$ cat src/rtl/tty_console_if.sv
// Byte-stream handshake, video-memory write port and cursor/scroll status of tty_console.
interface tty_console_if #(
    parameter int unsigned COL_W = 5,
    parameter int unsigned ROW_W = 5
);
    logic                   tty_valid;
    logic [7:0]             tty_data;
    logic                   tty_ready;
    logic                   vm_we;
    logic [ROW_W+COL_W-1:0] vm_addr;
    logic [7:0]             vm_din;
    logic [ROW_W-1:0]       scroll_top;
    logic [ROW_W-1:0]       cur_row;
    logic [COL_W-1:0]       cur_col;

    modport master (
        output tty_valid, tty_data,
        input  tty_ready, vm_we, vm_addr, vm_din, scroll_top, cur_row, cur_col
    );

    modport slave (
        input  tty_valid, tty_data,
        output tty_ready, vm_we, vm_addr, vm_din, scroll_top, cur_row, cur_col
    );
endinterface

$ cat src/rtl/tty_console.sv
// Text-terminal write engine: turns a byte stream into character-RAM writes with cursor, wrap and
// circular-offset scrolling. Define TTY_BACKSPACE_EN to give 8'h08 destructive-backspace meaning.
module tty_console #(
    parameter int unsigned COLS  = 32,
    parameter int unsigned ROWS  = 30,
    parameter int unsigned COL_W = 5,
    parameter int unsigned ROW_W = 5,
    parameter logic [7:0]  BLANK = 8'h20
) (
    input  logic         clk_25mhz,
    input  logic         rst,
    tty_console_if.slave bus
);
    localparam int unsigned ADDR_W = ROW_W + COL_W;
    localparam int unsigned SUM_W  = ROW_W + 1;

    localparam logic [COL_W-1:0] COL_LAST = COL_W'(COLS - 1);
    localparam logic [ROW_W-1:0] ROW_LAST = ROW_W'(ROWS - 1);
    localparam logic [SUM_W-1:0] ROWS_EXT = SUM_W'(ROWS);

    localparam logic [7:0] CH_CR = 8'h0D;
    localparam logic [7:0] CH_LF = 8'h0A;
`ifdef TTY_BACKSPACE_EN
    localparam logic [7:0] CH_BS = 8'h08;
`endif

    typedef enum logic [1:0] {
        S_INIT,
        S_IDLE,
        S_CLEAR
    } state_e;

    state_e              state_q,   state_d;
    logic                ready_q,   ready_d;
    logic                we_q,      we_d;
    logic [ADDR_W-1:0]   addr_q,    addr_d;
    logic [7:0]          din_q,     din_d;
    logic [ROW_W-1:0]    top_q,     top_d;
    logic [ROW_W-1:0]    row_q,     row_d;
    logic [COL_W-1:0]    col_q,     col_d;
    logic [ROW_W-1:0]    clr_row_q, clr_row_d;
    logic [COL_W-1:0]    clr_col_q, clr_col_d;

    logic                accept;
    logic                newline;
    logic                scroll;
    logic                char_wr;
    logic [SUM_W-1:0]    phys_sum;
    logic [ROW_W-1:0]    phys_row;
    logic [ROW_W-1:0]    top_inc;

    assign accept = bus.tty_valid && ready_q;

    // Cursor's physical row: modular add by compare/subtract so non-power-of-two ROWS wraps cleanly.
    assign phys_sum = SUM_W'(top_q) + SUM_W'(row_q);
    assign phys_row = (phys_sum >= ROWS_EXT) ? ROW_W'(phys_sum - ROWS_EXT) : ROW_W'(phys_sum);
    assign top_inc  = (top_q == ROW_LAST) ? '0 : top_q + ROW_W'(1);

`ifdef TTY_BACKSPACE_EN
    logic [COL_W-1:0] bs_col;
    assign bs_col = col_q - COL_W'(1);
`endif

    always_comb begin
        state_d   = state_q;
        ready_d   = 1'b0;
        we_d      = 1'b0;
        addr_d    = addr_q;
        din_d     = din_q;
        top_d     = top_q;
        row_d     = row_q;
        col_d     = col_q;
        clr_row_d = clr_row_q;
        clr_col_d = clr_col_q;
        newline   = 1'b0;
        scroll    = 1'b0;
        char_wr   = 1'b0;

        case (state_q)
            // INIT sweeps all rows row-major; CLEAR sweeps the single row held in clr_row_q.
            S_INIT, S_CLEAR: begin
                we_d   = 1'b1;
                addr_d = {clr_row_q, clr_col_q};
                din_d  = BLANK;
                if (clr_col_q == COL_LAST) begin
                    clr_col_d = '0;
                    if (state_q == S_CLEAR || clr_row_q == ROW_LAST) begin
                        clr_row_d = '0;
                        state_d   = S_IDLE;
                    end else begin
                        clr_row_d = clr_row_q + ROW_W'(1);
                    end
                end else begin
                    clr_col_d = clr_col_q + COL_W'(1);
                end
            end

            S_IDLE: begin
                if (accept) begin
                    case (bus.tty_data)
                        CH_CR: col_d = '0;
                        CH_LF: begin
                            col_d   = '0;
                            newline = 1'b1;
                        end
`ifdef TTY_BACKSPACE_EN
                        CH_BS: begin
                            if (col_q != '0) begin
                                col_d  = bs_col;
                                we_d   = 1'b1;
                                addr_d = {phys_row, bs_col};
                                din_d  = BLANK;
                            end
                        end
`endif
                        default: begin
                            char_wr = 1'b1;
                            we_d    = 1'b1;
                            addr_d  = {phys_row, col_q};
                            din_d   = bus.tty_data;
                            if (col_q == COL_LAST) begin
                                col_d   = '0;
                                newline = 1'b1;
                            end else begin
                                col_d = col_q + COL_W'(1);
                            end
                        end
                    endcase

                    // Bottom-row newline: old top row becomes the new bottom row and is blanked.
                    if (newline) begin
                        if (row_q != ROW_LAST) begin
                            row_d = row_q + ROW_W'(1);
                        end else begin
                            scroll    = 1'b1;
                            top_d     = top_inc;
                            clr_row_d = top_q;
                            clr_col_d = '0;
                            state_d   = S_CLEAR;
                            if (!char_wr) begin
                                we_d   = 1'b1;
                                addr_d = {top_q, COL_W'(0)};
                                din_d  = BLANK;
                                if (COL_LAST == '0) begin
                                    state_d = S_IDLE;
                                end else begin
                                    clr_col_d = COL_W'(1);
                                end
                            end
                        end
                    end
                end
            end

            default: state_d = S_INIT;
        endcase

        // Ready only after a full cycle back in IDLE, so it trails the last sweep write by one.
        ready_d = (state_d == S_IDLE) && (state_q == S_IDLE) && !scroll;
    end

    always_ff @(posedge clk_25mhz) begin
        if (rst) begin
            state_q   <= S_INIT;
            ready_q   <= 1'b0;
            we_q      <= 1'b0;
            addr_q    <= '0;
            din_q     <= BLANK;
            top_q     <= '0;
            row_q     <= '0;
            col_q     <= '0;
            clr_row_q <= '0;
            clr_col_q <= '0;
        end else begin
            state_q   <= state_d;
            ready_q   <= ready_d;
            we_q      <= we_d;
            addr_q    <= addr_d;
            din_q     <= din_d;
            top_q     <= top_d;
            row_q     <= row_d;
            col_q     <= col_d;
            clr_row_q <= clr_row_d;
            clr_col_q <= clr_col_d;
        end
    end

    assign bus.tty_ready  = ready_q;
    assign bus.vm_we      = we_q;
    assign bus.vm_addr    = addr_q;
    assign bus.vm_din     = din_q;
    assign bus.scroll_top = top_q;
    assign bus.cur_row    = row_q;
    assign bus.cur_col    = col_q;
endmodule

$ cat src/flat_wrapper.sv
// flat-port wrapper written by rule: the top's interface ports become plain ports
module tty_console_flat 
#(
    parameter int unsigned COLS  = 32,
    parameter int unsigned ROWS  = 30,
    parameter int unsigned COL_W = 5,
    parameter int unsigned ROW_W = 5,
    parameter logic [7:0]  BLANK = 8'h20
)
  (clk_25mhz, rst, bus_tty_valid, bus_tty_data, bus_tty_ready, bus_vm_we, bus_vm_addr, bus_vm_din, bus_scroll_top, bus_cur_row, bus_cur_col);
  tty_console_if #(.COL_W(COL_W), .ROW_W(ROW_W)) bus_i ();
  input  logic clk_25mhz;
  input  logic rst;
  input wire logic [$bits(bus_i.tty_valid)-1:0] bus_tty_valid;
  input wire logic [$bits(bus_i.tty_data)-1:0] bus_tty_data;
  output wire logic [$bits(bus_i.tty_ready)-1:0] bus_tty_ready;
  output wire logic [$bits(bus_i.vm_we)-1:0] bus_vm_we;
  output wire logic [$bits(bus_i.vm_addr)-1:0] bus_vm_addr;
  output wire logic [$bits(bus_i.vm_din)-1:0] bus_vm_din;
  output wire logic [$bits(bus_i.scroll_top)-1:0] bus_scroll_top;
  output wire logic [$bits(bus_i.cur_row)-1:0] bus_cur_row;
  output wire logic [$bits(bus_i.cur_col)-1:0] bus_cur_col;
  assign bus_i.tty_valid = bus_tty_valid;
  assign bus_i.tty_data = bus_tty_data;
  assign bus_tty_ready = bus_i.tty_ready;
  assign bus_vm_we = bus_i.vm_we;
  assign bus_vm_addr = bus_i.vm_addr;
  assign bus_vm_din = bus_i.vm_din;
  assign bus_scroll_top = bus_i.scroll_top;
  assign bus_cur_row = bus_i.cur_row;
  assign bus_cur_col = bus_i.cur_col;
  tty_console #(.COLS(COLS), .ROWS(ROWS), .COL_W(COL_W), .ROW_W(ROW_W), .BLANK(BLANK)) u_core (.clk_25mhz(clk_25mhz), .rst(rst), .bus(bus_i));
endmodule
$ cat config.mk
export PLATFORM = sky130hd
export DESIGN_NAME = tty_console_flat
export DESIGN_NICKNAME = d
export VERILOG_FILES = /design/src/rtl/tty_console_if.sv /design/src/rtl/tty_console.sv /design/src/flat_wrapper.sv
export SDC_FILE = /design/constraint.sdc
export NUM_CORES = 1
export LEC_CHECK = 0
export CORE_MARGIN = 1.5
export CORE_UTILIZATION = 46
export CTS_CLUSTER_DIAMETER = 50
export CTS_CLUSTER_SIZE = 24
export DETAILED_ROUTE_END_ITERATION = 16
export GPL_TIMING_DRIVEN = 0
export PLACE_DENSITY = 0.71
export SLEW_MARGIN = 20
export SYNTH_ARGS = -nofsm -noshare
export SYNTH_HDL_FRONTEND = slang
export SYNTH_SLANG_ARGS = --single-unit
export TNS_END_PERCENT = 100
$ cat constraint.sdc
create_clock -name clk_25mhz -period 4.93 [get_ports clk_25mhz]
set_clock_uncertainty 0.05 [all_clocks]
set_input_delay 0.986 -clock clk_25mhz [delete_from_list [all_inputs] [get_ports clk_25mhz]]
set_output_delay 0.986 -clock clk_25mhz [all_outputs]
set_load 0.005 [all_outputs]
[Word level (Yosys, flattened, before mapping)]
Index checks and enable logic that the tools add are counted.
Operators by class
  add/subtract/negate cells: 7
  order comparisons: 1
  equal/unequal tests: 14
  multiplexer cells: 50
  bitwise gates (word level): 1
  reductions and logical operators: 15
Operators with widths (number)
  $mux 5: 13
  $mux 10: 5
  $mux 8: 5
  $add 5x1->5 const B: 5
  $eq 5x5->1 const B: 4
  $pmux 10 s2: 1
  $pmux 5 s2: 2
  $eq 8x4->1 const B: 2
  $pmux 8 s2: 1
  $mux 1: 15
  $reduce_and 4->1: 3
  $mux 2: 5
  $add 5x5->6: 1
  $ge 6x5->1 const B: 1
  $ne 2x1->1 const B: 3
  $ne 5x5->1 const B: 1
  $reduce_and 5->1: 1
  $sub 5x5->5 const B: 1
  $eq 2x1->1 const B: 2
  $pmux 1 s2: 2
  $pmux 2 s2: 1
  $reduce_and 2->1: 2
  $reduce_or 2->1: 2
  $logic_and 1x1->1: 3
  7 further kinds: 7
Word-level totals
  flip-flop bits (word level): 47
  input port bits: 11
  output and inout port bits: 35
  logic and storage cells: 98

[Depth between registers and ports, before layout]
  word-level depth: 11
  depth in mapped cells: 9
  gate-level depth less buffers: 9

[Worst setup path after synthesis]
No wires, ideal clock.
  kind: input port to flip-flop
  from: in bus_tty_data[5]
  to: reg u_core.clr_col_q[3]
  setup time: 0.086 ns
  arrival time: 2.497 ns
  required time: 4.794 ns
  slack: 2.297 ns
  stages on the path: 6
  buffers on the path: 0
  path through: nor4_4 -> nand3_4 -> a21o_2 -> o31a_1 -> or3_1 -> a211oi_1
On the way
  longest elaborated chain between the ends: 6
  elaborated cells on any way between the ends: 7
  classes of those cells: 3 x eq/ne; 3 x mux; 1 x reduce/logical
RTL lines
  start: declaration: line flat_wrapper.sv:15  | input wire logic [$bits(bus_i.tty_data)-1:0] bus_tty_data;
  $eq 8x4->1: line tty_console.sv:100  | case (bus.tty_data)
  $pmux 1 s2 *: line tty_console.sv:100
  $mux 1 *: line tty_console.sv:99  | if (accept) begin
  $mux 1 *: line tty_console.sv:79  | case (state_q)
  $ne 2x1->1 (no line) *
  $reduce_and 4->1 (no line) *
  end signal: assignment: line tty_console.sv:184  | clr_col_q <= clr_col_d;
  end: declaration: line tty_console.sv:42  | logic [COL_W-1:0] clr_col_q, clr_col_d;
Every way passes the cells marked *; elsewhere a longest branch is shown, timed or not. The select of a mux whose other input is x is not followed.
A chain may end at the register's enable or synchronous reset.

[Final worst setup path]
  from: in bus_tty_data[5]
  to: reg u_core.clr_row_q[1]
On the way
  longest elaborated chain between the ends: 6
  elaborated cells on any way between the ends: 7
  classes of those cells: 3 x eq/ne; 3 x mux; 1 x reduce/logical
RTL lines
  $eq 8x4->1: line tty_console.sv:100
  $pmux 1 s2 *: line tty_console.sv:100
  $mux 1 *: line tty_console.sv:99
  $mux 1 *: line tty_console.sv:79
  $ne 2x1->1 (no line) *
  $reduce_and 5->1 (no line) *
  end signal: assignment: line tty_console.sv:183  | clr_row_q <= clr_row_d;
  end: declaration: line tty_console.sv:41  | logic [ROW_W-1:0] clr_row_q, clr_row_d;
Marks and branches as above.

==> impl_metrics.ini <==
[worst_setup_path]
startpoint_type = primary input
cp.required_ps = 5050
crit_fanout = 10
critPathCaptureType = flip-flop
r2r_setup_slack_ps = 2090
cp_data_arrival_time_ps = 3320
crit_type = primary input to flip-flop

[timing]
setup_viol = 0
holdWs_ps = 464
tightest_slew_ps = 763
rsz0062_at_grt = no
post-route-period-util_pct = 64.9
max_freq_mhz = 312
slew_headroom_pct = 48.8
slew_viol_final = 0
final.setup.tns_ps = 0
hold_viol_final = 0
fin_ws_ps = 1730
min_period_ps = 3200

[synth]
yosysSeqAreaShare_pct = 36.9
synth_edf_count = 0
async_flop_share_pct = 0
syn-cell-area_um2 = 2550
synth_ff_type = dfxtp_1
synth-seq-cells = 47
yosys.area.top_type_share_pct = 36.9
syn_nets = 328
synth.area.top_cells = dfxtp_1, ha_1, nor2_1, a21oi_1, nand2_1
ys_types = 50
syn_inst = 300
yosysWarnings = 0
avgSynthCellArea_um2 = 8.50
yosys.area.top_type = dfxtp_1

[placed_design]
place.gp.congestion = 0.897
dp_hpwl_um = 4860
port_buffers = 44
dp.cells = 414
place_ws_ps = 1440

[grt]
gr-usage-met2_pct = 36.1
grt_pass1_vias = 2233
met1_usage_pct = 30.9
grtUsageTotal_pct = 22.6
grt_busiest_layer = met2
grt_start_max_net_pins = 14
antenna_found_initial = 0
grt-ovfl-total = 0
grtUsageMet3_pct = 3.76
grt_pass1_wl_um = 10900

[run]
cap_violations = 0

[pwr]
power_density_nw_per_um2 = 220
leakagePower_nw = 1.17
vdd_drop_max_mv = 0.182

[drt]
viasPerCell = 5.77
wl_um = 6620
drc = 0
vias = 2431
route.detailed.wl_per_inst_um = 15.7
antenna_left = 0
drt_iter0_drc = 199
firstDrtPassIters = 4

[clock_tree]
clk_pin_slew_ps = 90
ctsHoldBuffers = 0
cts_resized = 0
clk_path_buf_depth = 2
htree_num_levels = 2
cts_root_buf = clkbuf_8
cts.sinks = 47
cts_inserted_buffers = 5
cts_tree = yes
clock_latency_ps = 300
post_cts_buffers = 0

[floorplanning]
row_count = 26
die_w_um = 77.4
dieHeight_um = 77.4
num_io_pins = 46
coreArea_um2 = 5240
initial_utilization_pct = 48.7
die_area_um2 = 6000

[cells_and_area]
finalNonFillerCells = 421
fin_nets = 379
drive_gt1_share_pct = 4.56
area_growth_pct = 24.7
final_cell_mix = nor2_1, dfxtp_1, clkdlybuf4s50_1
final_common_cell = nor2_1
utilization_pct = 60.7
insertedDiodeCount = 0

[status]
status = finished, final reports clean

[min_path]
hold_path.class = flip-flop to flip-flop
critical path, cell delays in order:
cell and delay [ps]:
clkdlybuf4s50_1 490, nor4_4 430, nand3_4 150, a211oi_2 620, nor2_1 270, a211oi_1 290
a211oi_1 80
Yosys cell counts (2+ instances only):
cell type / n
nor2b_1: 2
or2_2: 3
xnor2_1: 4
ha_1: 16
nor3_1: 5
nand2_1: 23
a22oi_1: 9
a311oi_1: 2
dfxtp_1: 47
a31oi_1: 2
clkbuf_1: 10
a211o_1: 3
a222oi_1: 5
and3_1: 5
o21ai_0: 13
xor2_1: 7
nand4_1: 8
nand3_1: 5
a31o_2: 2
nor2_1: 51
a211oi_1: 11
a21oi_1: 18
nand2b_1: 2
mux2i_1: 3
o31ai_1: 4
a221oi_1: 6
nand3b_1: 3
or3_1: 2
inv_1: 8
logic make-up (layout without fill, tap and decap cells):
kind of cell	Yosys count	in the layout	share of synthesized area [%]
xor+xnor	11	11	3.78
buf+inv	19	70	2.80
simple gates	117	117	22.7
compound gates	86	86	24.0
fa+ha+maj	17	17	8.64
flops	47	47	36.9
mux	3	3	1.18
routing by layer:
layer / part of all wire, % / vias up
li1: - / 1218
met1: 48 / 1147
met2: 46 / 57
met3: 5.4 / 9
met4: 1.0 / 0
met5: 0 / -
state kept, by name, indices dropped and copies added, names as in the netlist:
name                   cells
u_core.bus.cur_col         5
u_core.bus.cur_row         5
u_core.bus.scroll_top      5
u_core.bus.tty_ready       1
u_core.bus.vm_addr        10
u_core.bus.vm_din          8
u_core.bus.vm_we           1
u_core.clr_col_q           5
u_core.clr_row_q           5
u_core.state_q             2
path summary, 6_finish.rpt:
check	end	startpoint	cells after the start
hold reg to reg	u_core.bus.vm_din[6]	u_core.bus.vm_din[6]	2
setup / recovery	u_core.clr_row_q[1]	bus_tty_data[5]	7
setup reg to reg	u_core.bus.vm_addr[7]	u_core.bus.scroll_top[0]	9
hold / removal	u_core.bus.vm_din[6]	u_core.bus.vm_din[6]	2
stage by stage:
stage / instance area (um^2) / total power [mW]
2_1_floorplan: 2550 / 0.410
3_3_place_gp: 3080 / 0.429
3_5_place_dp: 3080 / 0.430
4_1_cts: 3180 / 0.701
5_1_grt: 3180 / 0.724
6_report: 3180 / 0.700
cell type report:
type / count / area, um^2
fill: 515 / 2060
timing repair buffer: 44 / 440
buffer: 11 / 41.3
clock buffer: 6 / 72.6
sequential: 47 / 941
multi-input combinational: 234 / 1540
tap: 70 / 87.6
inverter: 8 / 30.0
clock inverter: 1 / 30.0
power by group:
group / switching (mW) / leakage [nW] / internal (mW)
registers: 0.00350 / 0.380 / 0.383
clock network: 0.130 / 0.0513 / 0.149
logic: 0.0172 / 0.734 / 0.0168
(Power assumes the default switching activity.)
==> RTL edit 1, RTL diff (config.mk and constraints unchanged) <==
Take the reset off `addr_q` and load it in a clocked block of its own.
--- a/src/rtl/tty_console.sv
+++ b/src/rtl/tty_console.sv
@@ -165,5 +165,4 @@
             ready_q   <= 1'b0;
             we_q      <= 1'b0;
-            addr_q    <= '0;
             din_q     <= BLANK;
             top_q     <= '0;
@@ -176,5 +175,4 @@
             ready_q   <= ready_d;
             we_q      <= we_d;
-            addr_q    <= addr_d;
             din_q     <= din_d;
             top_q     <= top_d;
@@ -184,4 +182,8 @@
             clr_col_q <= clr_col_d;
         end
+    end
+
+    always_ff @(posedge clk_25mhz) begin
+        addr_q <= addr_d;
     end
 
Behaviour: differs if rst is asserted again (counterexample within 4 cycles, from zero or initial values and one cycle with rst high); with rst held inactive, the same outputs for 10 cycles.
==> RTL edit 1 against the original RTL <==
Worst hold slack lost 0.020 ns; non-clock buffer count grew 1; utilization shrank 0.77 points; fmax shrank 2.1%; global-route usage grew 0.49 points; routed wire length grew 2.9%; setup slack lost 0.070 ns; sequential power grew 3%; cell area grew 5.1%; area after synthesis grew 5.6%; sequential cell count is the same; power grew 2.8%; critical path depth is the same; largest cell class unchanged.
==> RTL edit 1: results (changes against the original RTL) <==
- Post-Synthesis Net Count: 332 (was 328)
- WL met2: 3210 um (was 3030 um)
- Sw frac: 21.7% (was 21.6%)
- TritonCTS Buffers: 5 (unchanged)
- Ratio of cells with drive above 1 in the final layout: 6.44% (was 4.56%)
- Slew @ Worst Pin: 1.01 ns (was 0.763 ns)
- Worst hold path depth: 1 (was 2)
- Highest-delay cell along the critical path: clkdlybuf4s50_1 (was a211oi_2)
- WP data arrival: 3.26 ns (was 3.32 ns)
- First-pass DRT Iterations: 5 (was 4)
- Cells on worst reg2reg path: 9 (unchanged)
- Sequential fraction of the synthesis area: 38.7% (was 36.9%)
- ClkCell Share: 3.22% (was 3.23%)
- Non-clk buf share: 15.0% (was 15.2%)
- Buffers on Ports: 45 (was 44)
- Worst slack, placed: 1.39 ns (was 1.44 ns)
- Synth top area cells: dfxtp_1 (28%), edfxtp_1 (11%), ha_1 (7.4%) (was dfxtp_1 (37%), ha_1 (7.9%), nor2_1 (7.5%))
- Area growth, synth to finish: 24.1% (was 24.7%)
- Yosys cell types: 55 (was 50)
- M1 wire length: 3280 um (was 3170 um)
- Placed cell areas: 3230 sq um (was 3080 sq um)
- Placer Congestion: 0.854 (was 0.897)
- # placed instances: 421 (was 414)
- Largest net degree at the start of global routing: 20 (was 14)
- Met2 GRT Util: 39.1% (was 36.1%)
- Critical path fanouts, max: 10 (unchanged)
- Fin cells: 429 (was 421)
- Dpl hpwl: 4980 um (was 4860 um)
- Vias in the first global route: 2355 (was 2233)
- Power Clock: 283 uW (was 279 uW)
- Met3 Wirelength: 233 um (was 356 um)
- Worst-Skew Late Latency: 0.30 ns (about the same)
- Seq/total area: 31.2% (was 29.6%)
- Syn Inst Count: 304 (was 300)
- Status: finished clean (unchanged)
- Fillers: 517 (was 515)
- Total Routing Usage GR: 23.1% (was 22.6%)
- Crit-path max cell delay: 0.53 ns (was 0.62 ns)
- DRT iter0 DRCs: 74 (was 199)
- Synth cell count leaders: dfxtp_1 (37), nor2_1 (34), nand2_1 (26) (was nor2_1 (51), dfxtp_1 (47), nand2_1 (23))
- Fraction of area in multi-input gates: 46.4% (was 48.3%)
- DR WL/cell: 15.9 um (was 15.7 um)
- Total number of vias: 2431 (unchanged)
- Worst Hold Class: register to register (unchanged)
- First-pass GRT wire length: 11400 um (was 10900 um)
- Combinational power: 36.1 uW (was 34.0 uW)
- Met3 usage: 4.46% (was 3.76%)
- Syn avg cell area: 8.86 sq um (was 8.50 sq um)
- Top delay family on crit path: buffers and inverters (was compound AO/OA/AOI/OAI gates)
- Inverter count: 13 (was 8)
- P_leak: 0.00125 uW (was 0.00117 uW)
- Count of plain and timing-repair buffers: 56 (was 55)
- Max VDD drop: 0.107 mV (was 0.182 mV)
- Final net count: 384 (was 379)
- #MultiIn Comb: 233 (was 234)
- Post-synth EDFFs: 10 (was 0)
- Met1 usage: 29.6% (was 30.9%)
RTL edit 1: cell types whose count changed in the layout (fill, tap and decap cells not counted), sizes merged, moves of 8 or more:
| cell | change |
|---|---|
| nor2 | -16 |
| dfxtp | -10 |
| edfxtp | +10 |
| a22oi | -9 |
| nand3 | +9 |
| a31oi | +8 |
RTL edit 1: path summary, 6_finish.rpt:
| path | end | slack [ns] | start |
|---|---|---|---|
| worst max-delay path | u_core.bus.vm_addr[6] | 1.66 | bus_tty_data[1] |
| worst min-delay path | u_core.bus.vm_din[3] | 0.44 | u_core.bus.vm_din[3] |
| worst max register to register | u_core.bus.vm_addr[6] | 2.19 | u_core.bus.scroll_top[0] |
| worst min register to register | u_core.bus.vm_din[3] | 0.44 | u_core.bus.vm_din[3] |
RTL edit 1: cells by family after synthesis:
logic type / synth area share [%]
AOI/OAI and AO/OA: 21.1
xor gates and xnor gates: 3.90
adders and majority gates: 8.18
buffers and inverters: 3.72
DFF: 38.7
muxes: 2.65
and+or+nand+nor: 21.7
==> RTL edit 2, RTL diff (same settings) <==
Without the edit above. `COL_W` is set to 5 in 3 places; all go to 10.
--- a/src/rtl/tty_console_if.sv
+++ b/src/rtl/tty_console_if.sv
@@ -1,5 +1,5 @@
 // Byte-stream handshake, video-memory write port and cursor/scroll status of tty_console.
 interface tty_console_if #(
-    parameter int unsigned COL_W = 5,
+    parameter int unsigned COL_W = 10,
     parameter int unsigned ROW_W = 5
 );
--- a/src/rtl/tty_console.sv
+++ b/src/rtl/tty_console.sv
@@ -4,5 +4,5 @@
     parameter int unsigned COLS  = 32,
     parameter int unsigned ROWS  = 30,
-    parameter int unsigned COL_W = 5,
+    parameter int unsigned COL_W = 10,
     parameter int unsigned ROW_W = 5,
     parameter logic [7:0]  BLANK = 8'h20
--- a/src/flat_wrapper.sv
+++ b/src/flat_wrapper.sv
@@ -4,5 +4,5 @@
     parameter int unsigned COLS  = 32,
     parameter int unsigned ROWS  = 30,
-    parameter int unsigned COL_W = 5,
+    parameter int unsigned COL_W = 10,
     parameter int unsigned ROW_W = 5,
     parameter logic [7:0]  BLANK = 8'h20
Ports: changed (resized bus_cur_col and bus_vm_addr); port bits go from 46 to 56. The function was not compared with the original's and may differ.
==> RTL edit 2 against the original RTL <==
Die area grew 39%; sequential cell count grew 15; sequential share of layout area shrank 1.8 points; via count grew 50%; cell area grew 41%; area after synthesis grew 40%; combinational power grew 37%; synthesized cell count grew 49%; sequential power grew 31%; power grew 55%; non-clock buffer count grew 21; setup slack lost 0.46 ns; routed wire length grew 58%.
==> RTL edit 2: results (changes against the original RTL) <==
- Status: finished clean (unchanged)
- Syn Inst Count: 446 (was 300)
- Placed cell areas: 4240 sq um (was 3080 sq um)
- Fin cells: 615 (was 421)
- Max VDD drop: 0.136 mV (was 0.182 mV)
- Synth warn: 0 (unchanged)
- R2r setup slk: 2.01 ns (was 2.09 ns)
- Drt total wl: 10400 um (was 6620 um)
- Vias in the first global route: 3346 (was 2233)
- Top delay family on crit path: compound AO/OA/AOI/OAI gates (unchanged)
- H-tree levels: 3 (was 2)
- Post-CTS resize count: 0 (unchanged)
- Worst-Skew Late Latency: 0.35 ns (was 0.30 ns)
- Ratio of cells with drive above 1 in the final layout: 6.98% (was 4.56%)
- Final hold slack: 0.442 ns (was 0.464 ns)
- DRT iter0 DRCs: 266 (was 199)
- Root Buffer: clkbuf_8 (unchanged)
- Switching Power: 244 uW (was 151 uW)
- Crit-path max cell delay: 0.80 ns (was 0.62 ns)
- Dpl hpwl: 7470 um (was 4860 um)
- Slew @ Worst Pin: 0.987 ns (was 0.763 ns)
- Fillers: 669 (was 515)
- Setup Buffers After CTS: 0 (unchanged)
- Highest-delay cell along the critical path: a211oi_1 (was a211oi_2)
- P_leak: 0.00164 uW (was 0.00117 uW)
- Buffers on Ports: 54 (was 44)
- Clk pin slew, worst setup/hold paths: 0.07 ns (was 0.09 ns)
- N_diodes: 0 (unchanged)
- Worst Hold Class: register to register (unchanged)
- Share of async-settable or async-resettable flops after synthesis: 0% (unchanged)
- First-pass DRT Iterations: 4 (unchanged)
- WP data arrival: 3.86 ns (was 3.32 ns)
- Worst slack, placed: 1.01 ns (was 1.44 ns)
- Total Routing Usage GR: 25.4% (was 22.6%)
- # placed instances: 599 (was 414)
- Synth top area cells: dfxtp_1 (35%), nor2_1 (7.4%), ha_1 (4.9%) (was dfxtp_1 (37%), ha_1 (7.9%), nor2_1 (7.5%))
- Max FFs per register: 15 (was 10)
- TritonCTS Buffers: 9 (was 5)
- Synth cell count leaders: nor2_1 (70), dfxtp_1 (62), nand2_1 (41) (was nor2_1 (51), dfxtp_1 (47), nand2_1 (23))
- Critical path fanouts, max: 7 (was 10)
- Largest net degree at the start of global routing: 12 (was 14)
- Final net count: 537 (was 379)
- Yosys cell types: 66 (was 50)
- Tmin final: 3.67 ns (was 3.20 ns)
- Placer Congestion: 0.860 (was 0.897)
- First-pass GRT wire length: 16900 um (was 10900 um)
- Total number of vias: 3645 (was 2431)
- Post-Synthesis Net Count: 472 (was 328)
- Antenna violations before repair: 0 (unchanged)
- Sequential fraction of the synthesis area: 34.7% (was 36.9%)
-- RTL edit 2: logic make-up after synthesis --
kind of cell / Yosys count / share of synthesized area (%)
buf+inv: 33 / 3.96
xor+xnor: 17 / 4.17
simple gates: 194 / 26.5
compound gates: 121 / 24.0
fa+ha+maj: 15 / 5.46
flops: 62 / 34.7
mux: 4 / 1.19
-- RTL edit 2: routing by layer --
metal / track usage, % / vias to the layer above / routed length (um)
li1: - / 1747 / -
met1: 34.8 / 1772 / 4960
met2: 40.9 / 107 / 4780
met3: 3.77 / 19 / 528
met4: 8.33 / 0 / 165
met5: 0 / - / 0
-- RTL edit 2: power by group through the flow --
stage	Sequential [uW]	Combinational (uW)	Clock, uW
2_1_floorplan	519	24.4	0
3_3_place_gp	520	44.3	0
3_5_place_dp	520	45.2	0
4_1_cts	508	45.8	528
5_1_grt	509	50.6	556
6_report	508	46.5	526
-- RTL edit 2: cell type report --
cell class | instances | area, sq um | share of cell area [%]
Inverter | 11 | 41.3 | 0.924
Sequential cell | 62 | 1240 | 27.8
Clock inverter | 5 | 81.3 | 1.82
Tap cell | 99 | 124 | 2.77
Multi-Input combinational cell | 351 | 2190 | 49.0
Timing Repair Buffer | 54 | 541 | 12.1
Buffer | 22 | 100 | 2.24
Clock buffer | 11 | 151 | 3.39
-- RTL edit 2: final timing paths --
kind                          from                    end  cells after the start
max reg2reg  u_core.bus.cur_col[1]    u_core.clr_row_q[0]                      7
min          u_core.bus.vm_addr[4]  u_core.bus.vm_addr[4]                      2
max                bus_tty_data[1]  u_core.bus.vm_addr[1]                      8
min reg2reg  u_core.bus.vm_addr[4]  u_core.bus.vm_addr[4]                      2
